===== config.mk =====
export PLATFORM = sky130hd
export DESIGN_NAME = mult_share_arbiter
export DESIGN_NICKNAME = d
export VERILOG_FILES = /design/src/rtl/mult_pkg.sv /design/src/rtl/mult_rr_pick.sv /design/src/rtl/mult_share_arbiter.sv
export SDC_FILE = /design/constraint.sdc
export NUM_CORES = 1
export LEC_CHECK = 0
export BUFFER_PORTS_ARGS = -buffer_cell sky130_fd_sc_hd__buf_2
export CAP_MARGIN = 20
export CORE_MARGIN = 3
export CORE_UTILIZATION = 48
export DETAILED_ROUTE_END_ITERATION = 10
export PLACE_DENSITY_LB_ADDON = 0.1
export RECOVER_POWER = 50
export SLEW_MARGIN = 0
export SYNTH_ARGS = -nofsm -noshare
export SYNTH_HDL_FRONTEND = slang
export SYNTH_SLANG_ARGS = --single-unit

===== constraint.sdc =====
create_clock -name clk -period 1.9 [get_ports clk]
set_input_delay 0.19 -clock clk [delete_from_list [all_inputs] [get_ports clk]]
set_output_delay 0.19 -clock clk [all_outputs]
set_load 0.02 [all_outputs]

===== src/rtl/mult_pkg.sv =====
`default_nettype none
// ============================================================================
// Module      : mult_pkg
// Description : Shared definitions for the shared-multiplier arbiter:
//               controller state encoding and default sizing constants.
// Revision    : 1.0 - initial release
// ============================================================================
package mult_pkg;

    // Default operand width (product is twice this wide).
    localparam int c_DEFAULT_W   = 4;

    // Default number of cycles to wait for the multiplier before aborting.
    localparam int c_DEFAULT_TMO = 64;

    // Controller states: explicit 2-bit encoding.
    typedef enum logic [1:0] {
        IDLE    = 2'd0,
        LOAD    = 2'd1,
        RUN     = 2'd2,
        RELEASE = 2'd3
    } state_t;

endpackage : mult_pkg
`default_nettype wire


===== src/rtl/mult_rr_pick.sv =====
`default_nettype none
// ============================================================================
// Module      : mult_rr_pick
// Description : Combinational round-robin picker. Returns the index of the
//               first set request bit scanning ptr, ptr+1, ..., N-1, 0, ...
// Ports       : req [N]      - request vector
//               ptr [log2 N] - highest-priority index for this pick
//               sel [log2 N] - winning index (valid when any=1)
//               any          - at least one request is set
// Revision    : 1.0 - initial release
// ============================================================================
module mult_rr_pick #(
    parameter int N = 2
) (
    input  logic [N-1:0]         req,
    input  logic [$clog2(N)-1:0] ptr,
    output logic [$clog2(N)-1:0] sel,
    output logic                 any
);

    localparam int c_PW = $clog2(N);

    always_comb begin
        logic [c_PW:0] idx;
        idx = '0;
        sel = ptr;
        any = |req;
        // Walk offsets from farthest to nearest so the nearest set bit
        // (lowest offset from ptr) is the last assignment and wins.
        for (int k = N - 1; k >= 0; k--) begin
            idx = {1'b0, ptr} + (c_PW + 1)'(k);
            if (idx >= (c_PW + 1)'(N)) begin
                idx = idx - (c_PW + 1)'(N);
            end
            if (req[idx[c_PW-1:0]]) begin
                sel = idx[c_PW-1:0];
            end
        end
    end

endmodule : mult_rr_pick
`default_nettype wire


===== src/rtl/mult_share_arbiter.sv =====
`default_nettype none
// ============================================================================
// Module      : mult_share_arbiter
// Description : Shares one start/done shift-add multiplier between N
//               requesters. Round-robin grant, operand latch, start/done/
//               release sequencing, one-cycle ack with product, and a
//               timeout abort (err) if the multiplier never completes.
// Ports       : clk, rst          - clock, synchronous active-high reset
//               req/a_in/b_in     - per-requester request and operands
//               ack/err/result    - completion pulse, abort pulse, product
//               busy              - controller not in IDLE
//               m_start/m_a/m_b   - multiplier control and operands
//               m_done/m_p        - multiplier completion and product
// Revision    : 1.0 - initial release
// ============================================================================
module mult_share_arbiter
    import mult_pkg::*;
#(
    parameter int N   = 2,
    parameter int W   = c_DEFAULT_W,
    parameter int TMO = c_DEFAULT_TMO
) (
    input  logic             clk,
    input  logic             rst,
    input  logic [N-1:0]     req,
    input  logic [N*W-1:0]   a_in,
    input  logic [N*W-1:0]   b_in,
    output logic [N-1:0]     ack,
    output logic             err,
    output logic [2*W-1:0]   result,
    output logic             busy,
    output logic             m_start,
    output logic [W-1:0]     m_a,
    output logic [W-1:0]     m_b,
    input  logic             m_done,
    input  logic [2*W-1:0]   m_p
);

    localparam int                c_PW       = $clog2(N);
    localparam int                c_TW       = $clog2(TMO) + 1;
    localparam logic [c_TW-1:0]   c_TMO_LAST = c_TW'(TMO - 1);
    localparam logic [c_PW-1:0]   c_PTR_LAST = c_PW'(N - 1);
    localparam logic [N-1:0]      c_ACK_LSB  = N'(1);

    state_t            r_state;
    logic [c_PW-1:0]   r_ptr;
    logic [c_PW-1:0]   r_sel;
    logic [c_TW-1:0]   r_timer;

    logic [c_PW-1:0]   w_sel;
    logic              w_any;
    logic [c_PW-1:0]   w_next_ptr;
    logic [W-1:0]      w_a [N];
    logic [W-1:0]      w_b [N];

    // Unpack the flat operand buses into per-requester slices.
    for (genvar i = 0; i < N; i++) begin : g_unpack
        assign w_a[i] = a_in[i*W +: W];
        assign w_b[i] = b_in[i*W +: W];
    end

    mult_rr_pick #(
        .N   (N)
    ) u_pick (
        .req (req),
        .ptr (r_ptr),
        .sel (w_sel),
        .any (w_any)
    );

    assign w_next_ptr = (w_sel == c_PTR_LAST) ? '0 : w_sel + c_PW'(1);

    always_ff @(posedge clk) begin
        if (rst) begin
            r_state <= IDLE;
            r_ptr   <= '0;
            r_sel   <= '0;
            r_timer <= '0;
            ack     <= '0;
            err     <= 1'b0;
            result  <= '0;
            busy    <= 1'b0;
            m_start <= 1'b0;
            m_a     <= '0;
            m_b     <= '0;
        end else begin
            // ack and err are single-cycle pulses.
            ack <= '0;
            err <= 1'b0;
            case (r_state)
                IDLE: begin
                    if (w_any) begin
                        r_sel   <= w_sel;
                        r_ptr   <= w_next_ptr;
                        m_a     <= w_a[w_sel];
                        m_b     <= w_b[w_sel];
                        busy    <= 1'b1;
                        r_state <= LOAD;
                    end
                end
                LOAD: begin
                    m_start <= 1'b1;
                    r_timer <= '0;
                    r_state <= RUN;
                end
                RUN: begin
                    r_timer <= r_timer + c_TW'(1);
                    // Completion takes priority over a coincident timeout.
                    if (m_done) begin
                        result  <= m_p;
                        ack     <= c_ACK_LSB << r_sel;
                        m_start <= 1'b0;
                        r_state <= RELEASE;
                    end else if (r_timer == c_TMO_LAST) begin
                        err     <= 1'b1;
                        m_start <= 1'b0;
                        r_state <= RELEASE;
                    end
                end
                RELEASE: begin
                    // Hold off until the multiplier has dropped done so the
                    // next start is seen from its waiting state.
                    if (!m_done) begin
                        busy    <= 1'b0;
                        r_state <= IDLE;
                    end
                end
                default: begin
                    r_state <= IDLE;
                end
            endcase
        end
    end

endmodule : mult_share_arbiter
`default_nettype wire


After elaboration in Yosys (flattened, before gate mapping)
Index checks and enable logic that the tools add are counted.

word-level totals
  output and inout bits = 21
  bits of input ports = 29
  register bits after elaboration = 32
  word-level logic and storage cells = 71

operators by class
  muxes and demuxes = 28
  magnitude comparators = 5
  add/sub/neg operators = 5
  equal/unequal tests = 7
  shift operators = 1
  bitwise operators = 3
  reductions and logical operators = 11

operators with widths
  cell                                                         number
  2-to-1 mux 4 bit                                             6
  2-to-1 mux 1 bit                                             14
  case mux 7 bit (2 select lines)                              1
  2-to-1 mux 2 bit                                             4
  case mux 2 bit (4 select lines)                              1
  adder 7 x 1 -> 7 bit (second input constant)                 1
  == test 7 x 6 -> 1 bit (second input constant)               1
  AND reduction 2 bit                                          3
  AND reduction 3 bit                                          2
  OR reduction 3 bit                                           2
  == test 2 bit (second input constant)                        2
  >= comparator 2 bit (second input constant)                  2
  less-than comparator 1 x 2 -> 1 bit (second input constant)  2
  case mux 1 bit (2 select lines)                              2
  nonzero test 2 bit                                           2
  != test 3 bit (second input constant)                        1
  adder 1 x 1 -> 2 bit (second input constant)                 1
  == test 2 x 1 -> 1 bit (second input constant)               1
  >= comparator 1 x 2 -> 1 bit (second input constant)         1
  logical NOT 2 bit                                            1
  != test 2 x 1 -> 1 bit (second input constant)               1
  != test 2 bit (second input constant)                        1
  inverter 1 bit                                               2
  inverter 1 -> 2 bit                                          1
  other kinds (4)                                              5

Longest topological paths before layout
Gate-level depths: netlist of the first run.

  depth after elaboration = 11
  gate-level depth with buffers = 7
  gate-level depth less buffers = 6

By module
Synthesis of the first run repeated with hierarchy kept, for this count alone.

unflattened totals
  cell total of the unflattened synthesis = 150
  area, all modules = 1,357.6 sq um

modules (own cells, without submodules)
  module              area an instance (sq um)  cells each  seq. area each (sq um)  times used
  mult_share_arbiter  1,336.3                   147         640.6                   1
  mult_rr_pick        21.3                      3           0.0                     1

Least setup slack after synthesis of the first run
OpenSTA, ideal clock, no wires.

  path type = reg-to-reg
  from = register r_state[1]
  to = register r_timer[6]
  required time = 1.813 ns
  path buffers = 1
  arrival = 1.421 ns
  cell stages (with the launch flop) = 7
  setup slack = 0.392 ns
  period minus slack after synthesis = 1.508 ns
  setup time = 0.087 ns
  path through = dfxtp_1 inv_1 ha_1 clkbuf_1 nand2_1 or4_1 o31ai_1

between the ends
  longest elaborated chain between the ends = 2
  elaborated cells on any way between the ends = 4
  classes of those cells = 2 x eq/ne; 1 x mux; 1 x reduce/logical

ends and longest elaborated chain
  what                                                                          RTL line                   text
  start, declared                                                               mult_share_arbiter.sv:45   state_t r_state;
  start signal, assigned                                                        mult_share_arbiter.sv:75   r_state <= IDLE;
  start signal, assigned                                                        mult_share_arbiter.sv:98   r_state <= LOAD;
  start signal, assigned                                                        mult_share_arbiter.sv:104  r_state <= RUN;
  == test 2 bit / == test 2 x 1 -> 1 bit (equally long branches)                mult_share_arbiter.sv:90   case (r_state)
  case mux 7 bit (2 select lines) / nonzero test 2 bit (equally long branches)  --
  end signal, assigned                                                          mult_share_arbiter.sv:107  r_timer <= r_timer + c_TW'(1);
  end, declared                                                                 mult_share_arbiter.sv:48   logic [c_TW-1:0] r_timer;

Parallel ways exist; a longest one is shown, timed or not.
A chain may end at the register's enable or synchronous reset.

Worst setup path in the final report of the first run
  from = register r_timer[0]
  to = register r_state[1]

between the ends
  longest elaborated chain between the ends = 3

ends and longest elaborated chain
  what                                  RTL line                   text
  == test 7 x 6 -> 1 bit                mult_share_arbiter.sv:114  end else if (r_timer == c_TMO_LAST) begin
  != test 3 bit (no source line)        --
  AND reduction 3 bit (no source line)  --
  end signal, assigned                  mult_share_arbiter.sv:113  r_state <= RELEASE;
  end signal, assigned                  mult_share_arbiter.sv:117  r_state <= RELEASE;
  end signal, assigned                  mult_share_arbiter.sv:125  r_state <= IDLE;

Every way passes these cells.

==> results.md, run 1 <==
- Routability cong.: 0.7954
- Final core utilization: 63.67%
- Clk_skew: 4.355 ps
- Most frequent cells after synthesis: 32 x dfxtp_1, 17 x a21oi_1, 15 x nand2_1, 15 x nor2_1, 10 x nand3_1
- Crit path required time: 2140 ps
- Fin. Hold Viols: 0
- Leak: 0.0006427 uW
- Cts bufs inserted: 5
- Ys Warns: 0
- Peak supply drop: 811.8 uV
- Clk_lat worst skew: 320 ps
- Total clock sinks: 32
- Mapped Cells: 153
- Register-to-Register Path Depth: 4
- Mapped Area: 1359 um^2
- Die ar.: 3505 um^2
- Seq/Total Area, Yosys: 47.15%
- Filler Cell Count: 239
- Row cnt: 18
- Diodes inserted: 0
- Flops & latches, synth: 32
- Sequence of cells on the critical path: ha_1, nand4_1, a222oi_1, mux2i_1
- Min Clock Period, post-route: 1572 ps
- Synth area leaders: dfxtp_1 47%, a21oi_1 6.3%, a32o_1 4.4%
- HPWL Detailed: 2282 um
- Most common cell in the synthesized netlist: dfxtp_1
- TNS Setup: 0 ps
- Chip width: 59.21 um
- CTS tree: done
- Min-Delay Path Class: in -> reg
- Mean Syn Cell Area: 8.881 um^2
- Max incr delay on CP: 430 ps
- Worst slew margin: 63.74%
- Wire per inst: 13.09 um
- Reg-to-Reg End: r_state[1]
- Residual DRC: 0
- Area leader, netlist: dfxtp_1
- Port buffer count: 49
- Pins Over Slew Limit: 0
- GRT Residual Overflow: 0
- Slowest-stage cell, CP: a222oi_1
- CTS Buffer Depth: 2
- Reg clk slew, reported paths: 90 ps
- Number of global-route vias before repair: 1144
- Layout cells sized above 1: 18.14%
- Post-CTS Hold Buffers: 0
- Reg2reg setup slack: 330 ps
- DRT Pass-1 Iters: 4
- Initial core utilization: 52.46%
- Yosys cell types: 33
- Worst Path Buf+Inv: 0
- Setup bufs post-CTS: 0
- Post-synth EDFFs: 0
- Die height: 59.21 um
- Crit path max fanout: 5
- CTS H-tree lvls: 2
- Prevailing post-synth register cell: dfxtp_1
- Yosys top cell area share: 47.15%
- Initial antenna violation count: 0
- Min-Delay Path Depth: 3
- Outcome: finished, final reports clean
- Final Setup Violations: 0
- Critical path depth: 4
- Core area: 2590 um^2
- CP Launch Type: flip-flop
- Crit. End Element: flip-flop
- Worst reg2reg startpoint: r_timer[0]
- Post-CTS sizing: 0
- P&R area growth vs syn: 21.36%
- CP arrival: 1820 ps
- CP delay by family, top: compound AO/OA/AOI/OAI gates
- Clock root buffer: clkbuf_4
- Total track usage: 18.49%
- MaxCap Viol Count: 0
- Largest net degree at the start of global routing: 32
- Nets: 236
- ANT nets after route: 0
- RSZ-0062 raised after global routing: no
- DRT Wirelength: 3063 um
- First-pass GRT wire length: 4947 um
- Final worst-path cycle share: 82.73%
- Post-Syn Nets: 186
- CP Class: reg -> reg
- Post-placement cell area: 1627 um^2
- Ys async rst share: 0%
- Least-Margin Pin Slew: 540.2 ps
- Fmax: 0.6362 GHz
- Io pins: 50
- Fin area: 1649 um^2
- Hold path start: b_in[6]
- DR vias/cell: 5.607
- Vias: 1312
- Hold path endpoint: m_b[2]
- First DRT Iteration DRCs: 43
- Pwr/cell area: 1218 nW/um^2
-- layout by cell type (no fill, tap or decap), drive strengths merged, types with 2 or more instances in the layout --
| cell type | netlist | final |
|---|---|---|
| and3 | 2 | 2 |
| xor2 | 4 | 4 |
| a21oi | 17 | 17 |
| nor2 | 15 | 15 |
| a22oi | 6 | 6 |
| inv | 5 | 5 |
| dfxtp | 32 | 32 |
| nand2b | 5 | 5 |
| nand4 | 4 | 4 |
| nand3 | 10 | 10 |
| buf | 2 | 29 |
| nand2 | 15 | 15 |
| nor3b | 2 | 2 |
| o21ai | 4 | 4 |
| ha | 4 | 4 |
| a32oi | 2 | 2 |
| a32o | 6 | 6 |
| clkbuf | 6 | 30 |
-- per-layer routing --
metal	vias to the layer above	track usage, %	part of all wire [%]
li1	661	-	-
met1	603	22.57	43
met4	0	6.796	0.69
met2	44	31.05	49
met5	-	0	0
met3	4	4.793	7.7
-- cells by family (layout without fill, tap and decap cells) --
group / count (synthesis) / after routing / synth area share (%)
AND/OR/NAND/NOR: 56 / 56 / 20.35
adder cells (fa/ha/maj): 4 / 4 / 3.683
flip-flops: 32 / 32 / 47.15
AO/OA/AOI/OAI: 43 / 43 / 21.92
buffers and inverters: 13 / 64 / 3.591
XOR/XNOR: 4 / 4 / 2.578
multiplexers: 1 / 1 / 0.7367
-- per-stage QoR --
stage               instances  hold slack [ps]  power, uW  setup slack [ps]
finish                    234            103.2       2008             328.2
CTS                       234            93.47       2062             309.1
floorplan                 153            326.0       1424             391.8
global route              234            84.07       2162             118.1
global placement          226            432.2       1633             409.2
detailed placement        226            438.2       1668             338.5
-- final cells by class --
| cell class | count | area [um^2] | share of cell area [%] |
|---|---|---|---|
| multi-input cells | 108 | 663.1 | 40.21 |
| well taps | 30 | 37.54 | 2.276 |
| inverters | 5 | 18.77 | 1.138 |
| flip-flops and latches | 32 | 640.6 | 38.85 |
| clock buffers | 8 | 58.81 | 3.566 |
| repair buffers | 51 | 230.2 | 13.96 |
-- worst max-delay path by stage --
stage,slack [ps],endpoint,start
floorplan,390,r_timer[6],r_state[1]
global placement,410,r_state[1],r_timer[0]
detailed placement,340,r_state[1],r_timer[0]
CTS,310,r_state[1],r_timer[0]
global route,120,r_state[1],r_timer[0]
finish,330,r_state[1],r_timer[0]
-- worst min-delay path: stages --
cell and delay (ps):
buf_2 90, nand2_1 40, a21oi_1 50
-- sequential cells by signal, indices dropped and copies added, names as in the netlist, 2 cells and up --
signal / flops
result: 8
r_timer: 7
m_a: 4
m_b: 4
ack: 2
r_state: 2
-- power by group --
part	internal [uW]	switching [uW]	total, uW
clock	183	207	390
sequential	781	67.9	849
combinational	267	502	769
Power figures use the tool's default switching activity.
==> run 2, diff against run 1 <==
CORE_UTILIZATION = 43   (was 48)
clock period = 1.3 ns   (was 1.9 ns; I/O delays follow)
==> run 2 against run 1 <==
Net effect:
- the flow now finishes with violations (negative setup slack)
- sequential power increased by 51%
- utilization up 5.7 points
- first-iteration DRC count is 58% higher
- largest power group is now combinational logic
- total power grew 86%
- combinational power up 150%
- clock skew rose by 3.5 ps
- worst setup slack got worse by 440 ps
- critical path depth is 1 higher
- global-route usage up 1.3 points
==> results.md, run 2 (same netlist as run 1, synthesis figures left out) <==
- Fmax: 0.7095 GHz (+12%)
- First DRT Iteration DRCs: 68 (+58%)
- Worst setup margin: -109.4 ps (-437.6 ps)
- GRT Residual Overflow: 0 (unchanged)
- Fin area: 1994 um^2 (+21%)
- HPWL Detailed: 2508 um (+9.9%)
- Crit path required time: 1560 ps (-580 ps)
- Diodes inserted: 0 (unchanged)
- Io pins: 50 (unchanged)
- MaxCap Viol Count: 0 (unchanged)
- Int Pwr: 2232 uW (+81%)
- Fin. Hold Viols: 0 (unchanged)
- Failing checks: negative setup slack
- CP delay by family, top: flip-flops
- Residual DRC: 0 (unchanged)
- Crit. Startpoint: r_timer[3]
- Final core utilization: 69.33% (+5.7 points)
- Total clock sinks: 32 (unchanged)
- Final worst-path cycle share: 108.4% (+26 points)
- Row cnt: 19 (+1)
- Worst reg2reg startpoint: r_timer[3]
- Crit path max fanout: 4 (-1)
- Core area: 2877 um^2 (+11%)
- Least-Margin Pin Slew: 447.6 ps (-92.62 ps)
- CTS tree: done
- Post-placement cell area: 1763 um^2 (+8.4%)
- DR vias/cell: 5.278 (-5.9%)
- Commonest non-fill, non-tap cell in the layout: buf_2
- Crit. End Element: flip-flop
- Vias: 1388 (+5.8%)
- CTS H-tree lvls: 2 (unchanged)
- Chip width: 62.22 um (+5.1%)
- Sequence of cells on the critical path: and3_4, nand4_4, a222oi_1, buf_4, mux2i_1
- Final Non-Filler Cells: 263 (+12%)
- Peak supply drop: 1129 uV (+39%)
- CP Class: reg -> reg
- Slowest-stage cell, CP: dfxtp_2
- Largest net degree at the start of global routing: 24 (-25%)
- Inst Count DP: 251 (+11%)
- Routability cong.: 0.8234 (+3.5%)
- Total net switching power: 1501 uW (+93%)
- CP Launch Type: flip-flop
- Clk_lat worst skew: 330 ps (about the same)
- Die height: 62.22 um (+5.1%)
- Pins Over Slew Limit: 0 (unchanged)
- ANT nets after route: 0 (unchanged)
- Pwr/cell area: 1872 nW/um^2 (+54%)
- Worst slew margin: 70.15% (+6.4 points)
- Reg2reg setup slack: -110 ps (-440 ps)
- CTS Buffer Depth: 2 (unchanged)
- Min Clock Period, post-route: 1409 ps (-162.4 ps)
- Switch share: 40.21% (+1.5 points)
- Worst Path Buf+Inv: 1 (+1)
- Wire per inst: 14.30 um (+9.3%)
- Largest regs: result x8, r_timer x7
- Largest register FFs: 8 (unchanged)
- Min-Delay Path Class: in -> reg
- CP endpoint: r_state[1]
- RSZ-0062 raised after global routing: yes
- Port buffer count: 49 (unchanged)
- Commonest non-fill, non-tap cells in the layout: 29 x buf_2, 25 x dfxtp_1, 20 x clkbuf_1
- Clk pwr share: 14.8% (-4.6 points)
- Die ar.: 3871 um^2 (+10%)
- Initial antenna violation count: 0 (unchanged)
- Clock root buffer: clkbuf_4
- Most flops, register: result
- Final Setup Violations: 3 (+3)
- DRT Wirelength: 3762 um (+23%)
- Layout cells sized above 1: 40.72% (+23 points)
- Sequential share of power: 34.4% (-7.9 points)
- Cts bufs inserted: 5 (unchanged)
- Comb power frac: 50.8% (+13 points)
- Outcome: finished with violations
- DRT Pass-1 Iters: 4 (unchanged)
- Number of global-route vias before repair: 1366 (+19%)
- CP arrival: 1670 ps (-150 ps)
- Max incr delay on CP: 340 ps (-90 ps)
- First-pass GRT wire length: 6154 um (+24%)
- Total track usage: 19.78% (+1.3 points)
- Nets: 253 (+7.2%)
- Reg-to-Reg End: r_state[1]
- Initial core utilization: 47.24% (-5.2 points)
- Min-Delay Path Depth: 3 (unchanged)
- Leak: 0.0007721 uW (+20%)
- Clk_skew: 7.875 ps (+3.520 ps)
- Register-to-Register Path Depth: 5 (+1)
- Reg clk slew, reported paths: 110 ps (+20 ps)
- Critical path depth: 5 (+1)
- P&R area growth vs syn: 46.78%
-- run 2: through the flow --
stage	total power, uW	setup WS, ps	hold WS [ps]	setup TNS (ps)
5_1_grt	3968	-201.7	25.05	-628.2
3_5_place_dp	2669	-121.7	384.8	-775.3
4_1_cts	3387	-82.89	12.30	-549.5
3_3_place_gp	2619	-70.11	378.0	-70.11
6_report	3733	-109.4	35.83	-221.8
2_1_floorplan	2148	-60.06	266.0	-95.73
-- run 2: worst min-delay path: cells and delay by family --
kind	cells	cell delay (ps)
AO/OA/AOI/OAI	1	50
buffers and inverters	1	90
AND/OR/NAND/NOR	1	50
-- run 2: metal layers --
layer / vias up / part of all wire, % / track usage (%)
met1: 652 / 45 / 24.00
met4: 0 / 1.7 / 5.801
met5: - / 0 / 0
li1: 691 / - / -
met3: 6 / 4.8 / 8.108
met2: 39 / 48 / 32.12
-- run 2: worst min path at each step --
stage          startpoint        end  slack, ps
2_1_floorplan     b_in[4]     m_b[0]        270
3_3_place_gp      b_in[6]     m_b[2]        380
3_5_place_dp      b_in[4]     m_b[0]        380
4_1_cts            m_p[0]  result[0]         10
5_1_grt            m_p[1]  result[1]         30
6_report           m_p[1]  result[1]         40
-- run 2: cell type report --
class                      instances  area, um^2
clock inverter                     3       18.77
clock buffer                       5       37.54
multi-input combinational        108       822.0
tap                               42       52.55
timing repair buffer              68       390.4
fill                             259       882.1
inverter                           5       21.27
sequential                        32       651.9
-- run 2: timing repair --
| item | CTS | global route |
|---|---|---|
| hold buffers | 0 | 0 |
| buffers inserted | 1 | 3 |
| setup endpoints to repair | 28 | 20 |
| pin swaps | 3 | 10 |
| resized for setup | 14 | 24 |
-- run 2: power by group through the flow --
stage | combinational (uW) | sequential (uW) | clock [uW]
floorplan | 755 | 1390 | 0
global placement | 1370 | 1250 | 0
detailed placement | 1410 | 1260 | 0
CTS | 1530 | 1270 | 585
global route | 2050 | 1300 | 623
finish | 1900 | 1280 | 554
==> run 3, diff against run 2 <==
ABC_AREA = 1   (was default)
CORE_UTILIZATION = 45   (was 43)
==> run 3 against run 2 <==
Net effect:
- the run now ends clean
- flip-flop and latch count unchanged
- register-to-register slack improved by 150 ps
- worst setup slack improved by 150 ps
- cell count increased by 16%
- area after synthesis increased by 11%
- clock skew decreased by 2.1 ps
- critical endpoint unchanged
- largest power group unchanged
- highest routed layer unchanged
==> results.md, run 3 <==
- Outcome: finished, final reports clean
- Nets: 293 (+16%)
- Multi-input logic area: 800.8 um^2 (-2.6%)
- Io pins: 50 (unchanged)
- Clk_skew: 5.740 ps (-2.135 ps)
- First-pass GRT wire length: 5954 um (-3.2%)
- Most frequent cells after synthesis: 35 x nand2_1, 32 x dfxtp_1, 23 x nor2_1
- Largest net degree at the start of global routing: 13 (-46%)
- Mean Syn Cell Area: 7.692 um^2 (-13%)
- Worst reg2reg startpoint: r_state[1]
- Number of global-route vias before repair: 1442 (+5.6%)
- Synth area leaders: dfxtp_1 42%, nand2_1 8.7%, nand3_1 7.0%
- Compound-Gate Fraction of Synth Area: 9.544% (-12 points)
- Simple-Gate Fraction of Synth Area: 34.61% (+14 points)
- Post-Synth XOR/XNOR Area: 0% (-2.6 points)
- Min-Delay Path Class: in -> reg
- Crit. Startpoint: r_state[1]
- RSZ-0062 raised after global routing: yes
- Fin. Hold Viols: 0 (unchanged)
- Chip width: 63.88 um (+2.7%)
- Largest family of logic cells by synthesized area: simple AND/OR/NAND/NOR gates
- Port buffer count: 49 (unchanged)
- Commonest non-fill, non-tap cells in the layout: 30 x nand2_1, 28 x dfxtp_1, 28 x buf_2, 22 x nor2_1, 21 x clkbuf_1
- Row cnt: 20 (+1)
- Least-Margin Pin Slew: 264.1 ps (-183.5 ps)
- Leak: 0.0009140 uW (+18%)
- Ys async rst share: 0% (unchanged)
- CP Class: reg -> reg
- Post-Syn Nets: 229 (+23%)
- Final core utilization: 64.52% (-4.8 points)
- CP Launch Type: flip-flop
- Final Non-Filler Cells: 305 (+16%)
- Total track usage: 18.11% (-1.7 points)
- Final worst-path cycle share: 97.02% (-11 points)
- Pins Over Slew Limit: 0 (unchanged)
- Reg2reg setup slack: 40 ps (+150 ps)
- Wire per inst: 11.15 um (-22%)
- MaxCap Viol Count: 0 (unchanged)
- Filler Cell Count: 315 (+22%)
- Prevailing post-synth register cell: dfxtp_1
- Ys Warns: 0 (unchanged)
- CP endpoint: r_state[1]
- Vias: 1430 (+3.0%)
- DRT Wirelength: 3401 um (-9.6%)
- Yosys cell types: 29 (-12%)
- P&R area growth vs syn: 33.86%
- Crit. End Element: flip-flop
- DR vias/cell: 4.689 (-11%)
- CTS tree: done
- Seq/Total Area, Yosys: 42.49% (-4.7 points)
- Pwr/cell area: 2100 nW/um^2 (+12%)
- Reg-to-Reg End: r_state[1]
- Post-CTS Hold Buffers: 0 (unchanged)
- CTS H-tree lvls: 2 (unchanged)
- Inst Count DP: 297 (+18%)
- Initial antenna violation count: 0 (unchanged)
- Peak supply drop: 994.1 uV (-12%)
- Yosys top cell area share: 42.49% (-4.7 points)
- Flops & latches, synth: 32 (unchanged)
- Sequential standard cell area: 648.1 um^2 (-0.58%)
- Min Clock Period, post-route: 1261 ps (-148.1 ps)
- Layout cells sized above 1: 34.48% (-6.2 points)
- Most flops, register: result
- Mapped Cells: 196 (+28%)
- Clock root buffer: clkbuf_4
- Reg clk slew, reported paths: 110 ps (about the same)
- Commonest non-fill, non-tap cell in the layout: nand2_1
- TNS Setup: 0 ps (+221.8 ps)
- Worst slew margin: 82.47% (+12 points)
- Cts bufs inserted: 5 (unchanged)
- Crit path required time: 1520 ps (-40 ps)
- Hold Slack: 21.98 ps (-13.85 ps)
- DRT Pass-1 Iters: 4 (unchanged)
- Most common cell in the synthesized netlist: nand2_1
- Area leader, netlist: dfxtp_1
- Crit path max fanout: 5 (+1)
- Residual DRC: 0 (unchanged)
- Clk_lat worst skew: 330 ps (about the same)
- GRT Residual Overflow: 0 (unchanged)
- Die ar.: 4081 um^2 (+5.4%)
- Final Setup Violations: 0 (-3)
- Setup bufs post-CTS: 0 (-1)
- CTS Buffer Depth: 2 (unchanged)
- Adder-cell area share of the yosys netlist: 3.320% (-0.36 points)
- First DRT Iteration DRCs: 72 (+5.9%)
- Mapped Area: 1508 um^2 (+11%)
- CP arrival: 1480 ps (-190 ps)
- ANT nets after route: 0 (unchanged)
- Fin area: 2018 um^2 (+1.2%)
- Total clock sinks: 32 (unchanged)
- Post-synth EDFFs: 0 (unchanged)
- Post-placement cell area: 1857 um^2 (+5.3%)
- Fmax: 0.7928 GHz (+12%)
- Register-to-Register Path Depth: 7 (+2)
- Diodes inserted: 0 (unchanged)
- Die height: 63.88 um (+2.7%)
- Largest register FFs: 8 (unchanged)
- Routability cong.: 0.8062 (-2.1%)
- Post-synthesis mux area share: 0% (-0.74 points)
- Core area: 3128 um^2 (+8.7%)
- Initial core utilization: 48.20% (+0.96 points)
- HPWL Detailed: 2485 um (-0.93%)
- Largest regs: result x8, r_timer x7
[run 3: metal layers]
metal | part of all wire (%) | global-route usage (%) | up-vias
met1 | 46 | 21.68 | 618
met5 | 0 | 0 | -
li1 | - | - | 772
met4 | 0.68 | 4.852 | 0
met3 | 6.3 | 6.327 | 5
met2 | 47 | 30.58 | 35
[run 3: cell families after synthesis]
group                      Yosys count
DFF                                 32
adders and majority gates            4
AOI/OAI and AO/OA                   24
buffers and inverters               29
and+or+nand+nor                    107
[run 3: how the worst min path moves through the flow]
stage,start,endpoint,slack [ps],depth (start not counted)
finish,m_p[0],result[0],20,3
global route,m_p[4],result[4],40,3
CTS,m_done,err,30,2
floorplan,m_done,err,210,1
global placement,m_p[2],result[2],380,3
detailed placement,m_p[5],result[5],390,3
[run 3: repair_timing]
item / CTS / global route
gates resized for setup: 9 / 25
pin swaps: 2 / 8
gates cloned: 0 / 0
setup endpoints to repair: 24 / 18
[run 3: final cells by class]
| class | count | share of cell area (%) |
|---|---|---|
| flip-flops and latches | 32 | 32.11 |
| inverters | 21 | 3.968 |
| clock buffers | 5 | 1.860 |
| clock inverters | 3 | 2.108 |
| multi-input cells | 135 | 39.68 |
| well taps | 44 | 2.728 |
| repair buffers | 65 | 17.54 |
[run 3: worst max-delay path, cell delays in order, from the launching register on]
cell and delay, ps:
dfxtp_2 340, buf_6 130, ha_4 150, nand2_2 50
a21boi_4 270, nand2_1 80, nand2_1 80, a21oi_2 50
[run 3: report_power, final]
part | switching (uW) | internal (uW)
combinational | 1240 | 924
clock | 354 | 401
sequential | 120 | 1200
total | 1710 | 2530
[run 3: per-stage QoR]
stage / worst slack (ps) / power [uW]
6_report: 38.72 / 4239
5_1_grt: -41.38 / 4594
4_1_cts: 0.6763 / 4142
3_5_place_dp: -48.81 / 3236
3_3_place_gp: -35.16 / 3225
2_1_floorplan: 33.12 / 2606
